**src/rtl/jpeg_sram_pkg.sv**
```systemverilog
// Shared types for the JPEG strip buffer: FSM states, SRAM command encodings and address split.
package jpeg_sram_pkg;

   typedef enum logic [1:0] {ST_WRITE, ST_READ, ST_FLUSH} state_t;

   // Command encodings are {NCE, NWRT}
   localparam logic [1:0] CMD_IDLE  = 2'b11;
   localparam logic [1:0] CMD_READ  = 2'b01;
   localparam logic [1:0] CMD_WRITE = 2'b00;

   localparam int RA_W = 11;
   localparam int CA_W = 4;
   localparam int SA_W = RA_W + CA_W;

   typedef struct packed {
      logic [RA_W-1:0] ra;
      logic [CA_W-1:0] ca;
   } sram_addr_t;

   function automatic sram_addr_t split_addr(input logic [SA_W-1:0] addr);
      sram_addr_t a;
      a.ra = addr[SA_W-1:CA_W];
      a.ca = addr[CA_W-1:0];
      return a;
   endfunction

endpackage

```
**src/rtl/sync_fifo_tagged.sv**
```systemverilog
// Show-ahead synchronous FIFO holding a sample plus its tag bits; head is visible while count is nonzero.
module sync_fifo_tagged #(
   parameter int DEPTH = 4,
   parameter int WIDTH = 18,
   localparam int CW = $clog2(DEPTH + 1)
) (
   input  logic             clk,
   input  logic             reset,
   input  logic             push,
   input  logic [WIDTH-1:0] push_data,
   input  logic             pop,
   output logic [WIDTH-1:0] head_data,
   output logic [CW-1:0]    count
);
   localparam int PW = (DEPTH > 1) ? $clog2(DEPTH) : 1;
   localparam logic [PW-1:0] PTR_LAST = PW'(DEPTH - 1);

   logic [WIDTH-1:0] mem_q [DEPTH];
   logic [PW-1:0]    wr_ptr_q, wr_ptr_d;
   logic [PW-1:0]    rd_ptr_q, rd_ptr_d;
   logic [CW-1:0]    count_q, count_d;

   always_comb begin
      wr_ptr_d = wr_ptr_q;
      rd_ptr_d = rd_ptr_q;
      count_d  = count_q;
      if (push) wr_ptr_d = (wr_ptr_q == PTR_LAST) ? '0 : wr_ptr_q + 1'b1;
      if (pop)  rd_ptr_d = (rd_ptr_q == PTR_LAST) ? '0 : rd_ptr_q + 1'b1;
      case ({push, pop})
         2'b10:   count_d = count_q + 1'b1;
         2'b01:   count_d = count_q - 1'b1;
         default: count_d = count_q;
      endcase
   end

   always_ff @(posedge clk) begin
      if (reset) begin
         wr_ptr_q <= '0;
         rd_ptr_q <= '0;
         count_q  <= '0;
      end else begin
         wr_ptr_q <= wr_ptr_d;
         rd_ptr_q <= rd_ptr_d;
         count_q  <= count_d;
      end
   end

   // Storage needs no reset: entries are only observed once counted.
   always_ff @(posedge clk) begin
      if (push) mem_q[wr_ptr_q] <= push_data;
   end

   assign head_data = mem_q[rd_ptr_q];
   assign count     = count_q;

endmodule

```
**src/rtl/sram_strip_blocker.sv**
```systemverilog
// Strip buffer controller: writes an 8-row raster strip into SRAM, then reads it back in 8x8 block order.
module sram_strip_blocker
   import jpeg_sram_pkg::*;
#(
   parameter int IMG_WIDTH   = 64,
   parameter int WORDSIZE    = 16,
   parameter int ADDRESSSIZE = 15,
   parameter int OFIFO_DEPTH = 4
) (
   input  logic                iClk,
   input  logic                iReset,
   input  logic                iValid,
   input  logic [WORDSIZE-1:0] iData,
   output logic                oReady,
   output logic                oValid,
   output logic [WORDSIZE-1:0] oData,
   output logic                oBlockLast,
   output logic                oStripLast,
   input  logic                iReady,
   output logic                oNCE,
   output logic                oNWRT,
   output logic [10:0]         oRA,
   output logic [3:0]          oCA,
   output logic [WORDSIZE-1:0] oDIN,
   input  logic [WORDSIZE-1:0] iDO
);
   localparam int NUM_BLOCKS = IMG_WIDTH / 8;
   localparam int CW  = $clog2(OFIFO_DEPTH + 1);
   localparam int CRW = CW + 1;
   localparam int FW  = WORDSIZE + 2;
   localparam logic [ADDRESSSIZE-1:0] WR_LAST = ADDRESSSIZE'(8 * IMG_WIDTH - 1);
   localparam logic [8:0]             B_LAST  = 9'(NUM_BLOCKS - 1);

   state_t                state_q, state_d;
   logic [ADDRESSSIZE-1:0] wr_cnt_q, wr_cnt_d;
   logic [2:0]            c_q, c_d, r_q, r_d;
   logic [8:0]            b_q, b_d;
   logic [1:0]            cmd_q, cmd_d;
   logic [ADDRESSSIZE-1:0] addr_q, addr_d;
   logic [WORDSIZE-1:0]   din_q, din_d;
   logic                  v1_q, v1_d, v2_q, v2_d;
   logic [1:0]            tag1_q, tag1_d, tag2_q, tag2_d;

   logic [ADDRESSSIZE-1:0] rd_addr;
   logic                  block_last, strip_last, credit_ok, pop;
   logic [CW-1:0]         fifo_count;
   logic [CRW-1:0]        credit_used;
   logic [FW-1:0]         head;
   sram_addr_t            sa;

   assign rd_addr    = ADDRESSSIZE'(int'(r_q) * IMG_WIDTH + int'(b_q) * 8 + int'(c_q));
   assign block_last = (r_q == 3'd7) && (c_q == 3'd7);
   assign strip_last = block_last && (b_q == B_LAST);

   // Reads already issued but not yet in the FIFO still hold a slot, so overflow cannot happen.
   assign credit_used = CRW'(fifo_count) + CRW'(v1_q) + CRW'(v2_q);
   assign credit_ok   = int'(credit_used) < OFIFO_DEPTH;

   always_comb begin
      state_d  = state_q;
      wr_cnt_d = wr_cnt_q;
      c_d      = c_q;
      r_d      = r_q;
      b_d      = b_q;
      cmd_d    = CMD_IDLE;
      addr_d   = addr_q;
      din_d    = din_q;
      v1_d     = 1'b0;
      tag1_d   = tag1_q;
      v2_d     = v1_q;
      tag2_d   = tag1_q;
      unique case (state_q)
         ST_WRITE: begin
            if (iValid && oReady) begin
               cmd_d  = CMD_WRITE;
               addr_d = wr_cnt_q;
               din_d  = iData;
               if (wr_cnt_q == WR_LAST) begin
                  wr_cnt_d = '0;
                  state_d  = ST_READ;
               end else begin
                  wr_cnt_d = wr_cnt_q + 1'b1;
               end
            end
         end
         ST_READ: begin
            if (credit_ok) begin
               cmd_d  = CMD_READ;
               addr_d = rd_addr;
               v1_d   = 1'b1;
               tag1_d = {strip_last, block_last};
               c_d    = c_q + 3'd1;
               if (c_q == 3'd7) begin
                  r_d = r_q + 3'd1;
                  if (r_q == 3'd7) b_d = (b_q == B_LAST) ? '0 : b_q + 9'd1;
               end
               if (strip_last) state_d = ST_FLUSH;
            end
         end
         ST_FLUSH: begin
            if (pop && oStripLast) state_d = ST_WRITE;
         end
         default: state_d = ST_WRITE;
      endcase
   end

   always_ff @(posedge iClk) begin
      if (iReset) begin
         state_q  <= ST_WRITE;
         wr_cnt_q <= '0;
         c_q      <= '0;
         r_q      <= '0;
         b_q      <= '0;
         cmd_q    <= CMD_IDLE;
         addr_q   <= '0;
         din_q    <= '0;
         v1_q     <= 1'b0;
         v2_q     <= 1'b0;
         tag1_q   <= '0;
         tag2_q   <= '0;
      end else begin
         state_q  <= state_d;
         wr_cnt_q <= wr_cnt_d;
         c_q      <= c_d;
         r_q      <= r_d;
         b_q      <= b_d;
         cmd_q    <= cmd_d;
         addr_q   <= addr_d;
         din_q    <= din_d;
         v1_q     <= v1_d;
         v2_q     <= v2_d;
         tag1_q   <= tag1_d;
         tag2_q   <= tag2_d;
      end
   end

   sync_fifo_tagged #(
      .DEPTH (OFIFO_DEPTH),
      .WIDTH (FW)
   ) u_ofifo (
      .clk       (iClk),
      .reset     (iReset),
      .push      (v2_q),
      .push_data ({tag2_q, iDO}),
      .pop       (pop),
      .head_data (head),
      .count     (fifo_count)
   );

   assign oValid     = (fifo_count != '0);
   assign pop        = oValid && iReady;
   assign oData      = oValid ? head[WORDSIZE-1:0] : '0;
   assign oBlockLast = oValid && head[WORDSIZE];
   assign oStripLast = oValid && head[WORDSIZE+1];
   assign oReady     = (state_q == ST_WRITE) && !iReset;

   assign sa    = split_addr(SA_W'(addr_q));
   assign oRA   = sa.ra;
   assign oCA   = sa.ca;
   assign oNCE  = cmd_q[1];
   assign oNWRT = cmd_q[0];
   assign oDIN  = din_q;

endmodule

```
**config.mk**
```make
export PLATFORM = sky130hd
export DESIGN_NAME = sram_strip_blocker
export DESIGN_NICKNAME = d
export VERILOG_FILES = /design/src/rtl/jpeg_sram_pkg.sv /design/src/rtl/sync_fifo_tagged.sv /design/src/rtl/sram_strip_blocker.sv
export SDC_FILE = /design/constraint.sdc
export NUM_CORES = 1
export LEC_CHECK = 0
export ABC_CLOCK_PERIOD_IN_PS = 4900
export BUFFER_PORTS_ARGS = -buffer_cell sky130_fd_sc_hd__buf_4
export CORE_MARGIN = 3
export CORE_UTILIZATION = 61
export CTS_CLUSTER_SIZE = 40
export DETAILED_ROUTE_END_ITERATION = 8
export GPL_ROUTABILITY_DRIVEN = 1
export PLACE_DENSITY_LB_ADDON = 0.3
export SYNTH_ARGS = -nofsm -noshare
export SYNTH_HDL_FRONTEND = slang
export SYNTH_SLANG_ARGS = --single-unit
```
**constraint.sdc**
```tcl
create_clock -name iClk -period 4.9 [get_ports iClk]
set_input_delay 1.225 -clock iClk [delete_from_list [all_inputs] [get_ports iClk]]
set_output_delay 1.225 -clock iClk [all_outputs]
set_load 0.02 [all_outputs]
```
==> results of run 1 <==
## per-stage QoR
step	power, W	cell area [sq um]	setup slack [ns]	std cells
2_1_floorplan	0.001432	6380	1.611	536
3_3_place_gp	0.001484	7086	1.632	728
3_5_place_dp	0.001489	7086	1.624	728
4_1_cts	0.002859	7711	1.244	760
5_1_grt	0.002928	7711	1.163	760
6_report	0.002842	7711	1.302	760
## where the power goes
part / internal [W] / leakage [nW] / switching [W] / total (W)
logic: 0.0000475 / 1.22 / 0.0000650 / 0.000112
clock network: 0.000877 / 0.296 / 0.000500 / 0.00138
registers: 0.00134 / 1.29 / 0.0000115 / 0.00135
total: 0.00227 / 2.81 / 0.000577 / 0.00284
## synthesized netlist by cell type (4+ instances only)
cell / count
a21oi_1: 36
ha_1: 16
xnor2_1: 15
nand3_1: 17
nor2b_1: 4
buf_2: 4
o21ai_0: 5
dfxtp_1: 80
edfxtp_1: 72
clkbuf_1: 25
or4_1: 6
mux2i_1: 5
mux4_2: 18
inv_1: 12
nor2_1: 36
nand4_1: 9
nand2_1: 69
nor3_1: 19
a311oi_1: 9
xor2_1: 6
o31ai_1: 5
and2_1: 23
or3_1: 4
## flip-flops by register name, indices dropped and copies added, names as in the netlist, 3 cells and up, named ones only
| name | flops |
|---|---|
| c_q | 3 |
| u_ofifo.mem_q | 72 |
| r_q | 3 |
| addr_q | 15 |
| oDIN | 16 |
| u_ofifo.count | 3 |
| wr_cnt_q | 15 |
| b_q | 9 |
## worst max path at each step
stage	startpoint	end	slack, ns	cells past startpoint
global route	flip-flop	oData[2]	1.16	4
CTS	flip-flop	oData[2]	1.24	4
detailed placement	iReset	oReady	1.62	3
global placement	iReset	oReady	1.63	3
floorplan	iReset	oReady	1.61	3
finish	flip-flop	oData[2]	1.30	4
## final cells by class
cell class	instances	area (sq um)
multi-input cells	340	2431
repair buffers	90	675.6
clock inverters	13	203.9
fillers	593	2243
flip-flops and latches	152	3764
inverters	13	48.80
well taps	133	166.4
clock buffers	19	421.7
## worst register-to-register path, cell delays in order (launching register included)
cell	delay [ns]
dfxtp_1	0.59
or3_1	0.67
nand2_1	0.24
inv_1	0.12
ha_1	0.18
inv_1	0.06
fa_1	0.37
xor2_1	0.18
or3_1	0.31
a21oi_1	0.15
## layer usage
metal  vias to the layer above  part of all wire
met5                         -                 0
met2                       190              0.52
met3                        40             0.066
met1                      2277              0.39
li1                       2121                 -
met4                         0             0.027
## logic make-up after synthesis
group                    count (synthesis)  synth area share
AND/OR/NAND/NOR                        198            0.1565
adder cells (fa/ha/maj)                 18           0.03765
AO/OA/AOI/OAI                           80           0.08669
buffers and inverters                   44           0.02902
flip-flops                             152            0.5899
XOR/XNOR                                21           0.02883
multiplexers                            23           0.07139
==> impl_metrics.py, run 1 <==
metrics = {
    "outcome": {
        "status": "finished, final reports clean",
    },
    "clock_tree": {
        "cts_buffer_depth": 2,
        "htreeDepth": 4,
        "post-cts-setup-buffers": 0,
        "clk_pin_slew_ns": 0.06,
        "cts.sink_count": 152,
        "clk_latency_ns": 0.53,
        "cts_tree": "yes",
        "cts_resized": 0,
        "cts_made_buffers": 17,
        "cts_root_buf": "clkbuf_8",
        "hold_buffers": 0,
    },
    "route": {
        "ant_nets": 0,
        "routed_wl_microns": 14790,
        "drc": 0,
        "avgRoutedWirePerCell_microns": 19.46,
        "drt_iter0_markers": 323,
        "first_pass_iters": 5,
        "vias": 4628,
        "vias_per_cell": 6.089,
    },
    "yosys": {
        "syn_area_per_cell_sq_um": 11.90,
        "yosysUniqueCellTypes": 51,
        "yosysTopAreaCell": "edfxtp_1",
        "synth_flop_cell": "dfxtp_1",
        "synthesis.area_sq_um": 6380,
        "synth-seq-cells": 152,
        "yosys_warnings": 0,
        "synth_top_area_frac": 0.3389,
        "synth.yosys.seq_area_share": 0.5899,
        "synthArstFlopShare": 0,
        "synth-edff-count": 72,
        "ys_top_cells_by_area": "edfxtp_1 (34%), dfxtp_1 (25%), mux4_2 (6.4%)",
        "syn_nets": 590,
        "synth_cells": 536,
    },
    "sta": {
        "hold_ws_ns": 0.4545,
        "layout_min_cycle_time_ns": 3.598,
        "tns_ns": 0,
        "setup-violations-final": 0,
        "rsz0062_at_grt": "no",
        "slew_violations": 0,
        "hold_violations": 0,
        "finClkSkew_ns": 0.006193,
        "tightest_slew_ns": 1.083,
        "slew_headroom": 0.2763,
        "period_share": 0.7343,
        "max_freq_ghz": 0.2779,
    },
    "floorplanning": {
        "start_util": 0.6409,
        "fp-row-count": 36,
        "core_area_sq_um": 9955,
        "die_h_microns": 108.3,
        "die_w_microns": 108.3,
        "dieArea_sq_um": 11720,
        "io_pins": 89,
    },
    "worst_setup_path": {
        "rr_startpoint": "u_ofifo.count[2]",
        "critical-path-top-delay-family": "multiplexers",
        "worstPathMaxFanout": 14,
        "endpoint_kind": "output port",
        "r2r_slack_ns": 1.96,
        "cp-start-kind": "flip-flop",
        "critPathSlowestCell": "mux4_2",
        "crit_chain": "buf_4 > mux4_2 > and2_1 > buf_4",
        "critPathKind": "flip-flop to output port",
        "cp_slowest_stage_delay_ns": 0.62,
        "crit_arrival_ns": 2.37,
        "path_common_cell": "buf_4",
        "reg2reg_to": "u_ofifo.count[2]",
        "crit_required_ns": 3.67,
        "r2r_cells": 9,
        "crit_buf_inv": 2,
    },
    "global_routing": {
        "grt_pass1_vias": 4635,
        "busiest_layer": "met2",
        "grt_usage": 0.2663,
        "grt_max_degree": 68,
        "grt-ovfl-total": 0,
        "grt_use_met1": 0.3168,
        "antenna_found_initial": 0,
        "grtUsageMet3": 0.06687,
        "grt_pass1_wl_microns": 23580,
        "use_met2": 0.4623,
    },
    "placed_design": {
        "place.port_buffers": 88,
        "hpwl_microns": 8852,
        "place.gp.congestion": 0.8685,
    },
    "cells_and_area": {
        "antenna_cells": 0,
        "nets": 668,
        "most-common-layout-cells": "buf_4 (90), dfxtp_1 (80), edfxtp_1 (72)",
        "final_util": 0.7746,
        "area_delta_synth_final_pct": 20.87,
        "drive_above_1_share": 0.2344,
        "layout_commonest_cell": "buf_4",
    },
    "power": {
        "max-vdd-ir-drop_v": 0.0002237,
        "leakagePower_nw": 2.812,
        "powerDensity_nw_per_um2": 368.6,
    },
    "worst_hold_path": {
        "hold_end": "oDIN[7]",
        "hp-class": "flip-flop to flip-flop",
        "hold_path.startpoint": "oDIN[7]",
        "holdPathStages": 2,
    },
    "job": {
        "drv_cap": 0,
    },
}
Power figures use the tool's default switching activity.
==> run 2, diff against run 1 <==
--- a/config.mk
+++ b/config.mk
@@ -5,10 +5,10 @@
 export SDC_FILE = /design/constraint.sdc
 export NUM_CORES = 1
 export LEC_CHECK = 0
-export ABC_CLOCK_PERIOD_IN_PS = 4900
+export ABC_CLOCK_PERIOD_IN_PS = 2900
 export BUFFER_PORTS_ARGS = -buffer_cell sky130_fd_sc_hd__buf_4
 export CORE_MARGIN = 3
-export CORE_UTILIZATION = 61
+export CORE_UTILIZATION = 51
 export CTS_CLUSTER_SIZE = 40
 export DETAILED_ROUTE_END_ITERATION = 8
 export GPL_ROUTABILITY_DRIVEN = 1
==> constraint.sdc (replaced) <==
create_clock -name iClk -period 2.9 [get_ports iClk]
set_input_delay 0.725 -clock iClk [delete_from_list [all_inputs] [get_ports iClk]]
set_output_delay 0.725 -clock iClk [all_outputs]
set_load 0.02 [all_outputs]
==> run 2 against run 1 <==
Net effect: critical path depth did not move; design area is 1.2% higher; sequential share of layout area fell by 0.56 points; die area grew 18%; count of clock-buffer cells in the layout down 1; routed wire length is 11% lower; flip-flop and latch count unchanged; register-to-register slack got worse by 1.3 ns; power grew 68%; critical path type unchanged; critical endpoint is now oStripLast; largest cell class unchanged.
==> impl_metrics.py, run 2 (synthesized netlist as in run 1, its figures left out) <==
metrics = {
    "power": {
        "max-vdd-ir-drop_v": 0.0003820,
        "powerDensity_nw_per_um2": 613.4,
        "p_int_w": 0.003794,
        "pwr-share-comb": 0.039,
        "p_sw_frac": 0.2073,
        "leakagePower_nw": 2.838,
        "pwr-share-clk": 0.484,
        "sequentialPowerShare": 0.477,
        "p_sw_w": 0.0009920,
    },
    "clock_tree": {
        "cts_root_buf": "clkbuf_16",
        "cts.sink_count": 152,
        "htreeDepth": 4,
        "post-cts-setup-buffers": 0,
        "cts_tree": "yes",
        "clk_pin_slew_ns": 0.06,
        "hold_buffers": 0,
        "cts_resized": 0,
        "cts_buffer_depth": 2,
        "clk_latency_ns": 0.42,
        "cts_made_buffers": 17,
    },
    "sta": {
        "hold_ws_ns": 0.4602,
        "layout_min_cycle_time_ns": 2.691,
        "rsz0062_at_grt": "no",
        "finClkSkew_ns": 0.007419,
        "tns_ns": 0,
        "hold_violations": 0,
        "tightest_slew_ns": 0.9793,
        "slew_violations": 0,
        "slew_headroom": 0.3471,
        "period_share": 0.9279,
        "max_freq_ghz": 0.3716,
        "setup-violations-final": 0,
    },
    "worst_setup_path": {
        "critPathKind": "flip-flop to output port",
        "critPathSlowestCell": "mux4_2",
        "endpoint_kind": "output port",
        "crit_buf_inv": 2,
        "cp-start-kind": "flip-flop",
        "worstPathMaxFanout": 18,
        "crit_arrival_ns": 1.97,
        "crit_required_ns": 2.17,
        "crit_chain": "buf_4 > mux4_2 > and2_1 > buf_4",
        "path_common_cell": "buf_4",
        "critical-path-top-delay-family": "multiplexers",
        "cp_slowest_stage_delay_ns": 0.59,
    },
    "route": {
        "first_pass_iters": 6,
        "drc": 0,
        "ant_nets": 0,
        "drt_iter0_markers": 320,
        "vias_per_cell": 5.501,
        "vias": 4406,
        "avgRoutedWirePerCell_microns": 16.45,
        "routed_wl_microns": 13180,
    },
    "floorplanning": {
        "fp-row-count": 40,
        "start_util": 0.5268,
        "dieArea_sq_um": 13890,
        "die_h_microns": 117.8,
        "die_w_microns": 117.8,
        "core_area_sq_um": 12110,
        "io_pins": 89,
    },
    "cells_and_area": {
        "multi_input_area_sq_um": 2431,
        "area_delta_synth_final_pct": 22.28,
        "layout_commonest_cell": "buf_4",
        "most-common-layout-cells": "buf_4 (96), dfxtp_1 (80), edfxtp_1 (72)",
        "final_util": 0.6441,
        "drive_above_1_share": 0.2433,
        "top_register": "u_ofifo.mem_q",
        "antenna_cells": 0,
        "largest_reg_flops": 72,
        "fillers": 926,
        "nets": 674,
        "regArea_sq_um": 3764,
    },
    "global_routing": {
        "grt_pass1_wl_microns": 21900,
        "grt-ovfl-total": 0,
        "antenna_found_initial": 0,
        "grt_max_degree": 66,
        "grt_pass1_vias": 4330,
        "grt_usage": 0.1977,
    },
    "placed_design": {
        "place.gp.congestion": 0.7919,
        "hpwl_microns": 8759,
        "place.port_buffers": 88,
    },
    "worst_hold_path": {
        "hp-class": "flip-flop to flip-flop",
    },
    "outcome": {
        "status": "finished, final reports clean",
    },
    "job": {
        "drv_cap": 0,
    },
}
[run 2: changes by cell type in the layout (fill, tap and decap cells not counted)]
cell / change
buf_4: +6
clkinv_2: -2
clkbuf_8: -1
clkinvlp_4: +1
clkinv_4: +1
clkbuf_16: +1
clkbuf_1: -1
inv_6: +2
bufinv_16: -1
[run 2: per-layer routing]
layer,track usage,part of all wire
met5,0,0
met4,0.07473,0.018
met1,0.2451,0.42
met3,0.05238,0.046
met2,0.3331,0.51
[run 2: cell type report]
| type | instances | area share |
|---|---|---|
| Timing Repair Buffer | 96 | 0.09238 |
| Inverter | 13 | 0.006255 |
| Clock buffer | 18 | 0.05501 |
| Tap cell | 168 | 0.02694 |
| Sequential cell | 152 | 0.4824 |
| Multi-Input combinational cell | 340 | 0.3116 |
| Clock inverter | 14 | 0.02534 |
[run 2: final timing paths]
path | from | cells after the start | endpoint | slack (ns)
setup / recovery | flip-flop | 4 | oStripLast | 0.21
hold / removal | oDIN[7] | 2 | oDIN[7] | 0.46
setup reg to reg | c_q[0] | 6 | b_q[7] | 0.62
hold reg to reg | oDIN[7] | 2 | oDIN[7] | 0.46
[run 2: power groups by stage]
stage | Clock, W | Combinational [W] | Sequential [W]
after CTS | 0.00235 | 0.000190 | 0.00228
after global routing | 0.00244 | 0.000205 | 0.00229
final | 0.00231 | 0.000188 | 0.00228
after detailed placement | 0 | 0.000189 | 0.00233
after global placement | 0 | 0.000183 | 0.00233
after floorplan | 0 | 0.0000666 | 0.00235
[run 2: worst register-to-register path, delay by kind of cell, from the launching register on]
family	cells	cell delay (ns)
AND/OR/NAND/NOR	2	0.76
flip-flops	1	0.38
adder cells (fa/ha/maj)	2	0.38
AO/OA/AOI/OAI	2	0.68
[run 2: per-stage QoR]
step	total power [W]	std cells	worst slack (ns)	instance area, sq um
after detailed placement	0.002518	769	0.5976	7174
after CTS	0.004826	801	0.1597	7801
after global routing	0.004929	801	0.1147	7801
final	0.004786	801	0.2091	7801
after floorplan	0.002419	536	0.5681	6380
after global placement	0.002511	769	0.6506	7174
==> run 3, diff against run 2 <==
--- a/config.mk
+++ b/config.mk
@@ -5,10 +5,12 @@
 export SDC_FILE = /design/constraint.sdc
 export NUM_CORES = 1
 export LEC_CHECK = 0
-export ABC_CLOCK_PERIOD_IN_PS = 2900
+export ABC_CLOCK_PERIOD_IN_PS = 2700
 export BUFFER_PORTS_ARGS = -buffer_cell sky130_fd_sc_hd__buf_4
+export CELL_PAD_IN_SITES_DETAIL_PLACEMENT = 1
+export CELL_PAD_IN_SITES_GLOBAL_PLACEMENT = 1
 export CORE_MARGIN = 3
-export CORE_UTILIZATION = 51
+export CORE_UTILIZATION = 46
 export CTS_CLUSTER_SIZE = 40
 export DETAILED_ROUTE_END_ITERATION = 8
 export GPL_ROUTABILITY_DRIVEN = 1
==> constraint.sdc (replaced) <==
create_clock -name iClk -period 2.7 [get_ports iClk]
set_input_delay 0.675 -clock iClk [delete_from_list [all_inputs] [get_ports iClk]]
set_output_delay 0.675 -clock iClk [all_outputs]
set_load 0.02 [all_outputs]
==> run 3 against run 2 <==
Net effect: setup slack worse by 0.077 ns; final cell count rose by 1.9%; core utilization is 5.7 points lower; highest routed layer unchanged; first-iteration DRC count fell by 3.1%.
==> impl_metrics.py, run 3 (synthesized netlist as in run 1, its figures left out) <==
metrics = {
    "outcome": {
        "status": "finished, final reports clean",
    },
    "worst_setup_path": {
        "crit_buf_inv": 2,
        "crit_arrival_ns": 1.89,
        "cp_slowest_stage_delay_ns": 0.53,
        "crit_required_ns": 2.03,
        "r2r_cells": 6,
        "r2r_slack_ns": 0.35,
        "cp-start-kind": "flip-flop",
        "endpoint_kind": "output port",
        "critical-path-top-delay-family": "multiplexers",
        "critPathSlowestCell": "mux4_2",
        "critPathKind": "flip-flop to output port",
        "crit_chain": "buf_6 > mux4_2 > and2_1 > buf_4",
        "worstPathMaxFanout": 10,
        "reg2reg_to": "b_q[7]",
        "rr_startpoint": "r_q[1]",
    },
    "job": {
        "drv_cap": 0,
    },
    "global_routing": {
        "grt_pass1_vias": 4956,
        "grt_use_met1": 0.2685,
        "grt_max_degree": 66,
        "grt-ovfl-total": 0,
        "grtUsageMet3": 0.04496,
        "grt_pass1_wl_microns": 26180,
        "use_met2": 0.3991,
        "busiest_layer": "met2",
        "grt_usage": 0.2239,
        "antenna_found_initial": 0,
    },
    "clock_tree": {
        "hold_buffers": 0,
        "cts.sink_count": 152,
        "cts_made_buffers": 17,
        "cts_root_buf": "clkbuf_16",
        "post-cts-setup-buffers": 0,
        "clk_latency_ns": 0.42,
        "cts_tree": "yes",
        "cts_buffer_depth": 2,
        "htreeDepth": 4,
        "clk_pin_slew_ns": 0.06,
    },
    "placed_design": {
        "place_area_sq_um": 7237,
        "place.port_buffers": 88,
        "hpwl_microns": 11380,
        "place.gp.congestion": 0.8032,
    },
    "cells_and_area": {
        "top_register": "u_ofifo.mem_q",
        "regArea_sq_um": 3765,
        "final_area_sq_um": 7871,
        "nets": 681,
        "largest_reg_flops": 72,
        "multi_input_area_sq_um": 2431,
        "drive_above_1_share": 0.2547,
        "fillers": 1384,
        "area_delta_synth_final_pct": 23.38,
        "most-common-layout-cells": "buf_4 (101), dfxtp_1 (79), edfxtp_1 (72)",
        "antenna_cells": 0,
        "layout_commonest_cell": "buf_4",
    },
    "sta": {
        "setup-violations-final": 0,
        "hold_ws_ns": 0.4556,
        "tns_ns": 0,
        "max_freq_ghz": 0.3895,
        "layout_min_cycle_time_ns": 2.568,
        "period_share": 0.9510,
        "finClkSkew_ns": 0.005687,
        "hold_violations": 0,
        "rsz0062_at_grt": "no",
        "slew_violations": 0,
        "slew_headroom": 0.4641,
        "tightest_slew_ns": 0.8039,
    },
    "floorplanning": {
        "start_util": 0.4761,
        "dieArea_sq_um": 15320,
        "io_pins": 89,
        "die_h_microns": 123.8,
        "core_area_sq_um": 13400,
        "die_w_microns": 123.8,
        "fp-row-count": 42,
    },
    "route": {
        "vias": 4602,
        "drt_iter0_markers": 310,
        "routed_wl_microns": 16420,
        "drc": 0,
        "ant_nets": 0,
        "avgRoutedWirePerCell_microns": 20.13,
        "first_pass_iters": 4,
        "vias_per_cell": 5.640,
    },
    "worst_hold_path": {
        "holdPathStages": 1,
        "hold_path.startpoint": "iDO[7]",
        "hold_end": "u_ofifo.mem_q[3][7]",
        "hp-class": "input port to flip-flop",
    },
    "power": {
        "powerDensity_nw_per_um2": 657.0,
        "max-vdd-ir-drop_v": 0.0003759,
        "leakagePower_nw": 2.883,
    },
}
## run 3: cell count changes in the layout (fill, tap and decap cells not counted), sizes merged
cell,change
inv,-1
clkinvlp,-1
clkbuf,-1
clkinv,+3
buf,+7
## run 3: final cells by class
cell class,instances,area share
multi-input cells,340,0.3089
clock buffers,17,0.05405
flip-flops and latches,152,0.4783
clock inverters,15,0.02543
inverters,13,0.006199
well taps,176,0.02798
repair buffers,103,0.09919
## run 3: how the worst max path moves through the flow
stage / end / slack [ns] / cells after the start
after detailed placement: u_ofifo.count[2] / 0.37 / 9
after global placement: b_q[8] / 0.50 / 5
after floorplan: oData[10] / 0.42 / 4
after global routing: oData[10] / 0.07 / 4
after CTS: oData[6] / 0.02 / 4
final: oData[6] / 0.13 / 4
## run 3: per-layer routing
| layer | share of wire | vias up |
|---|---|---|
| met5 | 0 | - |
| met4 | 0.024 | 0 |
| met3 | 0.039 | 29 |
| met2 | 0.53 | 111 |
| met1 | 0.41 | 2311 |
| li1 | - | 2151 |
## run 3: report_power, final
| part | total, W | internal (W) | switching [W] |
|---|---|---|---|
| Clock | 0.00251 | 0.00155 | 0.000957 |
| Sequential | 0.00245 | 0.00243 | 0.0000204 |
| Combinational | 0.000212 | 0.0000878 | 0.000124 |
| Total | 0.00517 | 0.00407 | 0.00110 |
## run 3: metrics by stage
step	total power, W	utilization	setup WS (ns)	instances
final	0.005172	0.5874	0.1324	816
after floorplan	0.002598	-	0.4181	536
after global routing	0.005322	0.5874	0.06701	816
after global placement	0.002700	0.5401	0.4958	784
after detailed placement	0.002715	0.5401	0.3724	784
after CTS	0.005208	0.5873	0.02485	816
## run 3: repair_timing
item	4_1_cts	5_1_grt
gates resized for setup	2	1
setup endpoints to repair	3	9
gates cloned	0	0
endpoints found under the hold margin	0	0
